File: config.mk
export PLATFORM = sky130hd
export DESIGN_NAME = core_fetch_ctrl
export DESIGN_NICKNAME = d
export VERILOG_FILES = /design/src/rtl/core_fetch_ctrl.sv
export SDC_FILE = /design/constraint.sdc
export NUM_CORES = 1
export LEC_CHECK = 0
export BUFFER_PORTS_ARGS = -buffer_cell sky130_fd_sc_hd__buf_2
export CELL_PAD_IN_SITES_DETAIL_PLACEMENT = 0
export CELL_PAD_IN_SITES_GLOBAL_PLACEMENT = 1
export CORE_UTILIZATION = 24
export CTS_BUF_LIST = sky130_fd_sc_hd__clkbuf_16
export DETAILED_ROUTE_END_ITERATION = 7
export MAX_ROUTING_LAYER = met4
export PLACE_DENSITY_LB_ADDON = 0.1
export REMOVE_ABC_BUFFERS = 1
export SYNTH_ARGS = -nofsm -noshare
export SYNTH_HDL_FRONTEND = slang
export SYNTH_SLANG_ARGS = --single-unit
File: constraint.sdc
create_clock -name clk -period 1.8 [get_ports clk]
set_input_delay 0.27 -clock clk [delete_from_list [all_inputs] [get_ports clk]]
set_output_delay 0.27 -clock clk [all_outputs]
set_load 0.02 [all_outputs]
File: src/rtl/core_fetch_ctrl.sv
// core_fetch_ctrl: instruction-fetch bus sequencer for the prefetch buffer.
// Issues word-aligned reads under an outstanding-credit limit, returns data
// in order, and on redirect flushes the prefetch and drains stale responses.
// Build option: define FETCH_PERF_EN to build the three perf counters;
// when it is left undefined the perf ports are tied to zero.
module core_fetch_ctrl #(
    parameter int unsigned MAX_OUTSTANDING = 2,
    parameter logic [29:0] RESET_PC        = 30'd0
) (
    input  logic        clk,
    input  logic        rst_n,
    input  logic        fetch,
    input  logic        redirect,
    input  logic [30:0] redirect_target,
    output logic        insn_start,
    output logic [29:0] insn_addr,
    input  logic        insn_ready,
    input  logic        insn_rvalid,
    input  logic [31:0] insn_rdata,
    output logic        fetched,
    output logic [31:0] fetch_data,
    output logic        pf_flush,
    output logic [30:0] pf_head,
    output logic [31:0] perf_fetched,
    output logic [31:0] perf_discarded,
    output logic [31:0] perf_stall
);

    localparam int unsigned CNT_W = $clog2(MAX_OUTSTANDING + 1);

    typedef enum logic {
        RUN   = 1'b0,
        DRAIN = 1'b1
    } state_t;

    state_t             state_q, state_d;
    logic [29:0]        fetch_pc_q, fetch_pc_d;
    logic [CNT_W-1:0]   outstanding_q, outstanding_d;
    logic               req_pending_q, req_pending_d;

    logic               rvalid_live;
    logic               can_issue;
    logic               accept;
    logic [CNT_W-1:0]   stale_cnt;

    // A response only counts against the credit when one is actually owed.
    assign rvalid_live = insn_rvalid && (outstanding_q != '0);
    assign can_issue   = (state_q == RUN) && fetch &&
                         (outstanding_q < CNT_W'(MAX_OUTSTANDING));
    assign insn_start  = !redirect && (req_pending_q || can_issue);
    assign accept      = insn_start && insn_ready;
    assign stale_cnt   = outstanding_q - CNT_W'(rvalid_live);

    // Bus-facing and prefetch-facing outputs.
    assign insn_addr   = fetch_pc_q;
    assign fetched     = rvalid_live && (state_q == RUN) && !redirect;
    assign fetch_data  = insn_rdata;
    assign pf_flush    = redirect;
    assign pf_head     = redirect_target;

    // State, PC, credit counter and held-request registers.
    always_ff @(posedge clk or negedge rst_n) begin
        if (!rst_n) begin
            state_q       <= RUN;
            fetch_pc_q    <= RESET_PC;
            outstanding_q <= '0;
            req_pending_q <= 1'b0;
        end else begin
            state_q       <= state_d;
            fetch_pc_q    <= fetch_pc_d;
            outstanding_q <= outstanding_d;
            req_pending_q <= req_pending_d;
        end
    end

    // Next-state: redirect retargets and withdraws; otherwise advance on accept.
    always_comb begin
        state_d       = state_q;
        fetch_pc_d    = fetch_pc_q;
        req_pending_d = req_pending_q;
        outstanding_d = outstanding_q + CNT_W'(accept) - CNT_W'(rvalid_live);

        if (redirect) begin
            fetch_pc_d    = redirect_target[30:1];
            req_pending_d = 1'b0;
            state_d       = (stale_cnt != '0) ? DRAIN : RUN;
        end else begin
            if (accept) begin
                fetch_pc_d    = fetch_pc_q + 30'd1;
                req_pending_d = 1'b0;
            end else if (insn_start) begin
                req_pending_d = 1'b1;
            end

            if ((state_q == DRAIN) && (outstanding_d == '0)) begin
                state_d = RUN;
            end
        end
    end

`ifdef FETCH_PERF_EN
    logic [31:0] perf_fetched_q;
    logic [31:0] perf_discarded_q;
    logic [31:0] perf_stall_q;
    logic        discard;
    logic        stall;

    assign discard = insn_rvalid && !fetched;
    assign stall   = insn_start && !insn_ready;

    // Free-running wrapping event counters.
    always_ff @(posedge clk or negedge rst_n) begin
        if (!rst_n) begin
            perf_fetched_q   <= 32'd0;
            perf_discarded_q <= 32'd0;
            perf_stall_q     <= 32'd0;
        end else begin
            perf_fetched_q   <= perf_fetched_q + 32'(fetched);
            perf_discarded_q <= perf_discarded_q + 32'(discard);
            perf_stall_q     <= perf_stall_q + 32'(stall);
        end
    end

    assign perf_fetched   = perf_fetched_q;
    assign perf_discarded = perf_discarded_q;
    assign perf_stall     = perf_stall_q;
`else
    assign perf_fetched   = 32'd0;
    assign perf_discarded = 32'd0;
    assign perf_stall     = 32'd0;
`endif

endmodule
After elaboration in Yosys (flattened, before gate mapping)
Index checks and enable logic that the tools add are counted.

storage, ports and cells
  register bits after elaboration = 34
  latch bits = 0
  bits in writable memories = 0
  bits in read-only memories = 0
  bits of input ports = 69
  output and inout port bits = 192
  word-level logic and storage cells = 34
  memories kept = 0

operators by class
  add/subtract/negate cells = 4
  multipliers = 0
  divide/modulo/power cells = 0
  order comparisons = 1
  eq/ne operators = 0
  shift operators = 0
  mux-type cells = 8
  bitwise operators = 1
  reductions and logical operators = 16

operators with widths
  kind                     number
  $mux W30                 2
  $add A30 B1 Y30 const B  1
  $logic_and A1 B1 Y1      8
  $reduce_bool A2 Y1       4
  $mux W1                  6
  $sub A2 B1 Y2            2
  $reduce_bool A3 Y1       1
  $add A2 B1 Y2            1
  $logic_not A2 Y1         1
  $lt A2 B2 Y1 const B     1
  $logic_not A1 Y1         1
  $logic_or A1 B1 Y1       1
  $not A1 Y1               1

Longest topological paths before layout
Gate-level depths: netlist of the first run.

  word-level depth = 12
  mapped depth = 11
  gate-level depth less buffers = 9

Worst setup path before layout of the first run
No wires, ideal clock.

  path kind = input-to-reg
  start = input port redirect
  end = register state_q
  arrival = 1,937 ps
  required time = 1,664 ps
  path slack = -273 ps
  stages on the path = 11
  path buffers = 2
  path through = clkbuf_1 -> inv_1 -> clkbuf_1 -> o21ai_0 -> ha_1 -> inv_1 -> ha_1 -> xnor2_1 -> xnor2_1 -> o211ai_1 -> o21ai_0

on the way
  word-level cells in the longest chain between the ends = 8

ends and longest elaborated chain
  item                          line  text
  from (decl)                   13    input logic redirect,
  $logic_not A1 Y1              50    assign insn_start = !redirect && (req_pending_q || can_issue);
  $logic_and A1 B1 Y1           50
  $logic_and A1 B1 Y1           51    assign accept = insn_start && insn_ready;
  $add A2 B1 Y2                 81    outstanding_d = outstanding_q + CNT_W'(accept) - CNT_W'(rvalid_live);
  $sub A2 B1 Y2                 81
  net outstanding_d[1]          38    logic [CNT_W-1:0] outstanding_q, outstanding_d;
  $logic_not A2 Y1              95    if ((state_q == DRAIN) && (outstanding_d == '0)) begin
  $logic_and A1 B1 Y1           95
  $reduce_bool A2 Y1 (no line)  -
  to (signal assigned)          69    state_q <= state_d;
  to (decl)                     36    state_t state_q, state_d;

The timed path passes the listed nets, and every way through them passes these cells.
A chain may end at the register's enable or synchronous reset.

Worst setup path in the final report of the first run
  start = register state_q
  end = register fetch_pc_q[19] (netlist: insn_addr[19])

on the way
  word-level cells in the longest chain between the ends = 7

ends and longest elaborated chain
  item                              line  text
  $not A1 Y1                        48    assign can_issue = (state_q == RUN) && fetch &&
  $logic_and A1 B1 Y1 (2 in a row)  48
  $logic_or A1 B1 Y1                50
  $logic_and A1 B1 Y1               50
  $logic_and A1 B1 Y1               51
  $reduce_bool A2 Y1 (no line)      -
  to (signal assigned)              70    fetch_pc_q <= fetch_pc_d;
  to (decl)                         37    logic [29:0] fetch_pc_q, fetch_pc_d;

No other way between the ends.

==> flow_metrics.py, run 1 <==
metrics = {
    "drt": {
        "wirelength_um": 9660,
        "vias": 2719,
        "drt_iter0_markers": 91,
        "via_per_inst": 4.23,
        "drc": 0,
        "dr.pass1.iters": 4,
        "ant_nets": 0,
        "routedWlPerCell_um": 15.0,
    },
    "sta": {
        "setup_tns_ns": -0.314,
        "skew_ns": 0.00207,
        "layout_min_cycle_time_ns": 1.85,
        "drv_slew": 0,
        "finalHoldViolCount": 0,
        "rsz0062_at_grt": "true",
        "timing.final.ws_setup_ns": -0.0454,
        "setup_violations": 13,
        "fmax_ghz": 0.542,
        "fin_crit_sh_pct": 103,
    },
    "logic_synthesis": {
        "synth_top_family_by_area": "buffers and inverters",
        "syn_inst": 392,
        "synthSimpleGateAreaFrac_pct": 16.7,
        "muxShareOfSynthArea_pct": 0.640,
        "synth_compound_area_share_pct": 13.6,
        "synth_edf_count": 0,
        "ys_async_sr_fraction_pct": 100,
        "syn_area_per_cell_um2": 8.48,
        "yosys_warnings": 0,
        "yosys.cell_types.count": 45,
        "ys.flop_type": "dfrtp_1",
        "seq_area_frac_synth_pct": 25.6,
        "synthesis.area_mm2": 0.00332,
        "ys_top_cells_by_count": "buf_4 (160), dfrtp_1 (34), nor2_1 (20)",
        "yosys-top-cells-area": "buf_4 (36%), dfrtp_1 (26%), or4_1 (3.4%), o21ai_0 (2.7%), a31oi_1 (2.4%)",
        "synthAdderAreaFrac_pct": 1.13,
        "ys_ff_latch": 34,
        "synth_top_cell_area_share_pct": 36.1,
        "synth_xor_area_share_pct": 2.90,
        "synthDominantAreaCellType": "buf_4",
        "yosysMostFrequentCell": "buf_4",
    },
    "power": {
        "p_leak_nw": 1.79,
        "power_mw": 2.97,
        "ir_worst_vdd_mv": 0.356,
        "power_density_mw_per_mm2": 800,
    },
    "critical_path": {
        "crit_path_start_kind": "flip-flop",
        "worstPathArrival_ns": 2.05,
        "critPathBufInv": 3,
        "required_ns": 2.00,
        "startpoint": "state_q$_DFFE_PN0P_",
        "crit_fanout": 22,
        "path_cells": "and4bb_1, buf_4, buf_4, nor2_2, buf_12, or4_1, a31oi_1",
        "crit_family": "simple AND/OR/NAND/NOR gates",
        "slowest_stage": "or4_1",
        "rr_startpoint": "state_q$_DFFE_PN0P_",
        "critPathMaxStageDelay_ns": 0.49,
        "path_class": "reg2reg",
        "cpMostUsedCell": "buf_4",
        "end_kind": "flip-flop",
    },
    "final_layout": {
        "final_util_pct": 27.7,
        "nFillCells": 1484,
        "drive_above_1_share_pct": 34.7,
        "multi_input_area_mm2": 0.00154,
        "fin_nets": 538,
        "seq_area_um2": 851,
        "areaGrowthSynthToFinish_pct": 11.5,
        "antenna_cells": 0,
    },
    "clock_tree": {
        "clock-root-buffer": "clkbuf_16",
        "cts_buffer_depth": 2,
        "cts_sinks": 34,
        "cts.clk_slew.worst_paths_ns": 0.06,
        "cts_buffers": 5,
        "htreeDepth": 2,
        "worstSkewPairLatency_ns": 0.28,
        "tritoncts": "yes",
    },
    "grt": {
        "antenna_found_initial": 0,
        "grt_max_degree": 39,
        "overflow": 0,
        "grt_pass1_wl_um": 13800,
        "grt_usage_pct": 13.4,
        "first_global_vias": 2312,
    },
    "outcome": {
        "run_status": "finished with violations",
        "violations": "negative setup slack",
    },
    "floorplan": {
        "num_rows": 42,
        "die_w_um": 120,
        "ios": 261,
        "die_y_um": 120,
        "die_area_mm2": 0.0143,
        "initial_core_util_pct": 24.8,
        "core_area_mm2": 0.0134,
    },
    "placed_design": {
        "dp_hpwl_um": 7520,
        "io_buffers": 98,
        "globalplace.congestion": 0.742,
    },
    "hold_path": {
        "hold_path.class": "in2reg",
        "hold_start": "insn_ready",
    },
    "job": {
        "max_cap_violations": 0,
    },
}
-- final cells by class --
| class | count | share of cell area [%] |
|---|---|---|
| multi-input cells | 272 | 41.5 |
| repair buffers | 147 | 25.3 |
| flip-flops and latches | 34 | 23.0 |
| well taps | 176 | 5.94 |
| clock buffers | 5 | 3.38 |
| inverters | 6 | 0.608 |
| clock inverters | 3 | 0.338 |
-- worst register-to-register path: cells and delay by family, from the launching register on --
family | cells | cell delay [ns]
simple gates | 3 | 0.81
flops | 1 | 0.37
buf+inv | 3 | 0.41
compound gates | 1 | 0.18
-- registers in the layout, indices dropped and copies added (netlist names) --
| name | count |
|---|---|
| outstanding_q | 2 |
| req_pending_q | 1 |
| insn_addr | 30 |
| state_q | 1 |
-- metal layers --
layer  track usage, %  vias to the layer above  wire length, um
met3             5.56                        6              942
met1             17.8                     1272             4470
met4             2.81                        0               77
met5                -                        -                0
met2             18.9                      174             4170
li1                 -                     1267                -
-- layout by cell type, fill, tap and decap left out, drive strengths merged, types with 10 or more instances in the layout --
| master | netlist | layout |
|---|---|---|
| a31oi | 13 | 13 |
| buf | 169 | 146 |
| conb | 1 | 96 |
| dfrtp | 34 | 34 |
| nand2 | 13 | 13 |
| nand3 | 13 | 13 |
| nor2 | 21 | 21 |
| o21ai | 18 | 18 |
| o31ai | 10 | 10 |
| or4 | 15 | 15 |
-- final timing paths --
kind	to	slack (ns)	depth (start not counted)
max	insn_addr[19]$_DFFE_PN0N_	-0.05	7
min	req_pending_q$_DFFE_PN0P_	0.19	2
max reg2reg	insn_addr[19]$_DFFE_PN0N_	-0.05	7
min reg2reg	insn_addr[28]$_DFFE_PN0N_	0.59	2
max in group asynchronous	insn_addr[21]$_DFFE_PN0N_	0.85	3
min in group asynchronous	insn_addr[2]$_DFFE_PN0N_	0.48	2
-- cells by family (layout without fill, tap and decap cells) --
group,Yosys count,after routing
AND/OR/NAND/NOR,97,97
other,1,96
XOR/XNOR,11,11
buffers and inverters,181,161
multiplexers,2,2
flip-flops,34,34
AO/OA/AOI/OAI,63,63
adder cells (fa/ha/maj),3,3
-- what timing repair did --
item                                    4_1_cts  5_1_grt
gates resized for setup                       4        3
hold buffers                                  1        0
pin swaps                                     6        5
hold endpoints to repair                     15        0
endpoints found under the setup margin       11       21
buffers inserted                              2        0
-- power by group --
part | internal, mW | switching (mW) | total [mW]
Clock | 0.501 | 0.336 | 0.837
Combinational | 0.444 | 0.744 | 1.19
Sequential | 0.870 | 0.0714 | 0.941
-- stage by stage --
step                instances  instance area (um^2)  setup slack (ns)  hold WS (ns)
floorplan                 312                  2390            -0.313       -0.0256
global placement          632                  3510           -0.0788         0.245
detailed placement        632                  3510            -0.100         0.242
CTS                       643                  3700           -0.0808         0.194
global route              643                  3710            -0.209         0.210
finish                    643                  3710           -0.0454         0.192
Note: power is estimated with default switching activity, not from simulation.
==> run 2, diff against run 1 <==
--- a/config.mk
+++ b/config.mk
@@ -14,6 +14,7 @@
 export MAX_ROUTING_LAYER = met4
 export PLACE_DENSITY_LB_ADDON = 0.1
 export REMOVE_ABC_BUFFERS = 1
+export SETUP_SLACK_MARGIN = 0.4
 export SYNTH_ARGS = -nofsm -noshare
 export SYNTH_HDL_FRONTEND = slang
 export SYNTH_SLANG_ARGS = --single-unit
==> constraint.sdc (replaced) <==
create_clock -name clk -period 2.37 [get_ports clk]
set_input_delay 0.3555 -clock clk [delete_from_list [all_inputs] [get_ports clk]]
set_output_delay 0.3555 -clock clk [all_outputs]
set_load 0.02 [all_outputs]
==> flow_metrics.py, run 2 (same netlist as run 1, synthesis figures left out) <==
metrics = {
    "outcome": {
        "run_status": "complete, no violations",
    },
    "drt": {
        "via_per_inst": 4.27,
        "drc": 0,
        "vias": 2612,
        "ant_nets": 0,
        "wl_met1_um": 4400,
        "routedWlPerCell_um": 15.4,
        "wirelength_um": 9450,
        "wl_met3_um": 864,
        "drt_iter0_markers": 115,
        "dr.pass1.iters": 4,
        "dr_wl_met2_um": 4140,
        "routed.top_layer": "met4",
    },
    "critical_path": {
        "crit_family": "simple AND/OR/NAND/NOR gates",
        "critPathMaxStageDelay_ns": 0.55,
        "crit_fanout": 8,
        "end_kind": "flip-flop",
        "critPathBufInv": 2,
        "path_cells": "and4bb_1, buf_4, buf_6, o2111ai_4, or4_1, a31oi_1",
        "worstPathArrival_ns": 2.09,
        "path_class": "reg2reg",
        "required_ns": 2.57,
        "slowest_stage": "or4_1",
        "crit_path_start_kind": "flip-flop",
    },
    "hold_path": {
        "hold_path.class": "in2async",
    },
    "floorplan": {
        "die_w_um": 120,
        "die_y_um": 120,
        "initial_core_util_pct": 24.8,
        "num_rows": 42,
        "die_area_mm2": 0.0143,
        "core_area_mm2": 0.0134,
        "ios": 261,
    },
    "placed_design": {
        "io_buffers": 98,
        "dp_hpwl_um": 7080,
        "dp_slack_ns": 0.252,
        "dp.cells": 595,
        "globalplace.congestion": 0.700,
    },
    "final_layout": {
        "drive_above_1_share_pct": 30.7,
        "fin_nets": 508,
        "mostFrequentLayoutCells": "buf_2 (98), conb_1 (96), dfrtp_1 (33)",
        "antenna_cells": 0,
        "areaGrowthSynthToFinish_pct": 3.27,
        "largest_reg_flops": 30,
        "layout_commonest_cell": "buf_2",
        "nFillCells": 1477,
        "seq_area_um2": 852,
        "multi_input_area_mm2": 0.00155,
        "final_cells": 612,
    },
    "sta": {
        "layout_min_cycle_time_ns": 1.89,
        "timing.final.ws_setup_ns": 0.484,
        "rsz0062_at_grt": "true",
        "skew_ns": 0.00401,
        "fin_crit_sh_pct": 79.6,
        "fin_hold_ws_ns": 0.192,
        "setup_violations": 0,
        "setup_tns_ns": 0,
        "fmax_ghz": 0.530,
        "relSlewSlack_pct": 42.8,
        "worst_slew_pin_slew_ns": 0.858,
        "finalHoldViolCount": 0,
        "drv_slew": 0,
    },
    "grt": {
        "overflow": 0,
        "grt_usage_pct": 13.3,
        "antenna_found_initial": 0,
        "grt_max_degree": 35,
        "first_global_vias": 2342,
        "grt_pass1_wl_um": 13700,
    },
    "clock_tree": {
        "cts.clk_slew.worst_paths_ns": 0.06,
        "cts_buffer_depth": 2,
        "clock-root-buffer": "clkbuf_16",
        "cts_sinks": 34,
        "tritoncts": "yes",
        "cts_buffers": 5,
        "htreeDepth": 2,
        "worstSkewPairLatency_ns": 0.28,
    },
    "power": {
        "ir_worst_vdd_mv": 0.225,
        "power_density_mw_per_mm2": 635,
        "p_leak_nw": 1.61,
    },
    "job": {
        "max_cap_violations": 0,
    },
}
run 2: per-layer routing:
| metal | vias to the layer above | track usage [%] |
|---|---|---|
| li1 | 1209 | - |
| met1 | 1235 | 17.8 |
| met2 | 166 | 18.6 |
| met3 | 2 | 5.32 |
| met4 | 0 | 2.66 |
| met5 | - | - |
run 2: stage by stage:
step                instance area [um^2]  utilization, %  power (mW)
global placement                    3170            23.7        1.49
global route                        3430            25.6        2.34
CTS                                 3360            25.1        2.16
finish                              3430            25.6        2.18
floorplan                           2390               -        1.19
detailed placement                  3170            23.7        1.49
run 2: final cells by class:
class | instances | share of cell area [%]
multi-input cells | 272 | 45.2
flip-flops and latches | 34 | 24.8
repair buffers | 117 | 19.0
well taps | 176 | 6.41
clock buffers | 5 | 3.64
inverters | 6 | 0.656
clock inverters | 2 | 0.219
run 2: where the power goes:
group | total (mW) | switching, mW | internal (mW)
registers | 0.755 | 0.0933 | 0.662
clock network | 0.621 | 0.245 | 0.376
logic | 0.803 | 0.512 | 0.292
total | 2.18 | 0.850 | 1.33
run 2: worst paths after layout:
| path | from | end | slack (ns) | cells past startpoint |
|---|---|---|---|---|
| min reg2reg | insn_addr[28]$_DFFE_PN0N_ | insn_addr[28]$_DFFE_PN0N_ | 0.58 | 2 |
| max reg2reg | state_q$_DFFE_PN0P_ | insn_addr[18]$_DFFE_PN0N_ | 0.48 | 6 |
| min | rst_n | insn_addr[4]$_DFFE_PN0N_ | 0.19 | 1 |
| min in group clk | insn_ready | req_pending_q$_DFFE_PN0P_ | 0.28 | 2 |
| max in group asynchronous | rst_n | insn_addr[0]$_DFFE_PN0N_ | 1.58 | 1 |
| max | state_q$_DFFE_PN0P_ | insn_addr[18]$_DFFE_PN0N_ | 0.48 | 6 |
run 2: repair_timing:
action                                  4_1_cts  5_1_grt
buffers inserted                              4        6
resized for setup                             4        9
endpoints found under the setup margin       16       11
hold buffers                                  0        0
pin swaps                                     2       19
==> run 3, diff against run 2 <==
==> constraint.sdc (replaced) <==
create_clock -name clk -period 1.9 [get_ports clk]
set_input_delay 0.285 -clock clk [delete_from_list [all_inputs] [get_ports clk]]
set_output_delay 0.285 -clock clk [all_outputs]
set_load 0.02 [all_outputs]
==> flow_metrics.py, run 3 (same netlist as run 1, synthesis figures left out) <==
metrics = {
    "sta": {
        "setup_tns_ns": 0,
        "fin_crit_sh_pct": 97.8,
        "layout_min_cycle_time_ns": 1.86,
        "fin_hold_ws_ns": 0.0587,
        "setup_violations": 0,
        "drv_slew": 0,
        "rsz0062_at_grt": "true",
        "skew_ns": 0.00308,
        "finalHoldViolCount": 0,
        "timing.final.ws_setup_ns": 0.0426,
        "fmax_ghz": 0.538,
    },
    "hold_path": {
        "hold_path.class": "in2async",
    },
    "clock_tree": {
        "tritoncts": "yes",
        "cts_hold_buffers": 0,
        "cts_sinks": 34,
        "htreeDepth": 2,
        "cts.clk_slew.worst_paths_ns": 0.05,
        "worstSkewPairLatency_ns": 0.27,
        "cts_buffer_depth": 2,
        "clock-root-buffer": "clkbuf_16",
        "cts_buffers": 5,
    },
    "critical_path": {
        "startpoint": "state_q$_DFFE_PN0P_",
        "worstPathArrival_ns": 2.01,
        "required_ns": 2.05,
        "rr_startpoint": "state_q$_DFFE_PN0P_",
        "path_class": "reg2reg",
        "timing.reg2reg.setup_slack_ns": 0.04,
        "timing.rr.end": "state_q$_DFFE_PN0P_",
        "crit_path_start_kind": "flip-flop",
        "r2r_cells": 9,
        "crit_fanout": 2,
        "end_kind": "flip-flop",
    },
    "floorplan": {
        "die_area_mm2": 0.0143,
        "initial_core_util_pct": 24.8,
        "ios": 261,
        "die_w_um": 120,
        "die_y_um": 120,
        "num_rows": 42,
        "core_area_mm2": 0.0134,
    },
    "power": {
        "p_leak_nw": 1.87,
        "power_density_mw_per_mm2": 774,
        "power_mw": 3.04,
        "ir_worst_vdd_mv": 0.326,
    },
    "drt": {
        "dr_wl_met2_um": 4410,
        "drc": 0,
        "routedWlPerCell_um": 15.7,
        "ant_nets": 0,
        "dr.pass1.iters": 4,
        "vias": 2757,
        "routed.top_layer": "met4",
        "wl_met1_um": 4620,
        "drt_iter0_markers": 134,
        "wl_met3_um": 1120,
        "via_per_inst": 4.23,
        "wirelength_um": 10200,
    },
    "placed_design": {
        "globalplace.congestion": 0.728,
        "dp.cells": 623,
        "io_buffers": 98,
        "dp_hpwl_um": 7500,
        "dpl_cell_area_mm2": 0.00340,
        "dp_slack_ns": -0.00644,
    },
    "final_layout": {
        "layout_commonest_cell": "conb_1",
        "largest_reg_flops": 30,
        "drive_above_1_share_pct": 39.5,
        "final_area_mm2": 0.00393,
        "final_cells": 652,
        "fin_nets": 548,
        "areaGrowthSynthToFinish_pct": 18.3,
        "mostFrequentLayoutCells": "conb_1 (96), buf_2 (95), buf_4 (43)",
        "antenna_cells": 0,
        "final_util_pct": 29.3,
        "nFillCells": 1466,
    },
    "grt": {
        "grt_max_degree": 35,
        "antenna_found_initial": 0,
        "grt_pass1_wl_um": 15000,
        "overflow": 0,
        "first_global_vias": 2496,
        "grt_usage_pct": 14.3,
    },
    "outcome": {
        "run_status": "complete, no violations",
    },
    "job": {
        "max_cap_violations": 0,
    },
}
## run 3: cell count changes in the layout (fill, tap and decap cells not counted), moves of 3 or more
cell    previous run  this run
buf_2             98        95
buf_6              2        17
buf_4             16        43
nor2_4             0         4
nor2_1            20        17
## run 3: cell type report
| type | count | area (um^2) | share of cell area (%) |
|---|---|---|---|
| sequential | 34 | 851 | 21.6 |
| tap | 176 | 220 | 5.60 |
| clock inverter | 2 | 7.51 | 0.191 |
| multi-input combinational | 272 | 1660 | 42.3 |
| timing repair buffer | 157 | 1040 | 26.5 |
| inverter | 6 | 22.5 | 0.573 |
| clock buffer | 5 | 125 | 3.18 |
## run 3: worst max-delay path by stage
stage / end / slack, ns / depth (start not counted)
final: state_q$_DFFE_PN0P_ / 0.04 / 9
after global placement: insn_addr[12]$_DFFE_PN0N_ / 0.02 / 6
after floorplan: state_q$_DFFE_PN0P_ / -0.21 / 9
after global routing: state_q$_DFFE_PN0P_ / -0.09 / 9
after detailed placement: insn_addr[16]$_DFFE_PN0N_ / -0.006 / 6
after CTS: state_q$_DFFE_PN0P_ / 0.02 / 9
## run 3: routing by layer
metal / global-route usage (%) / up-vias
met4: 3.13 / 0
met2: 20.5 / 177
li1: - / 1282
met1: 18.4 / 1294
met3: 6.51 / 4
met5: - / -
## run 3: worst max-delay path, stage by stage (launching register included)
cell      delay [ns]
dfrtp_1         0.38
and4bb_1        0.29
o21ai_1         0.07
ha_1            0.27
inv_1           0.04
ha_2            0.17
xnor2_2         0.14
xnor2_2         0.15
o211ai_1        0.15
o21ai_1         0.08
## run 3: power by group
part,internal (mW),leakage [nW],switching (mW),total [mW]
logic,0.583,1.40,0.777,1.36
registers,0.825,0.391,0.0917,0.916
clock network,0.469,0.0723,0.298,0.767
total,1.88,1.87,1.17,3.04
## run 3: timing repair
action,in CTS,in global routing
buffers inserted,9,11
endpoints found under the setup margin,29,31
pin swaps,14,15
gates cloned,2,0
gates resized for setup,29,24
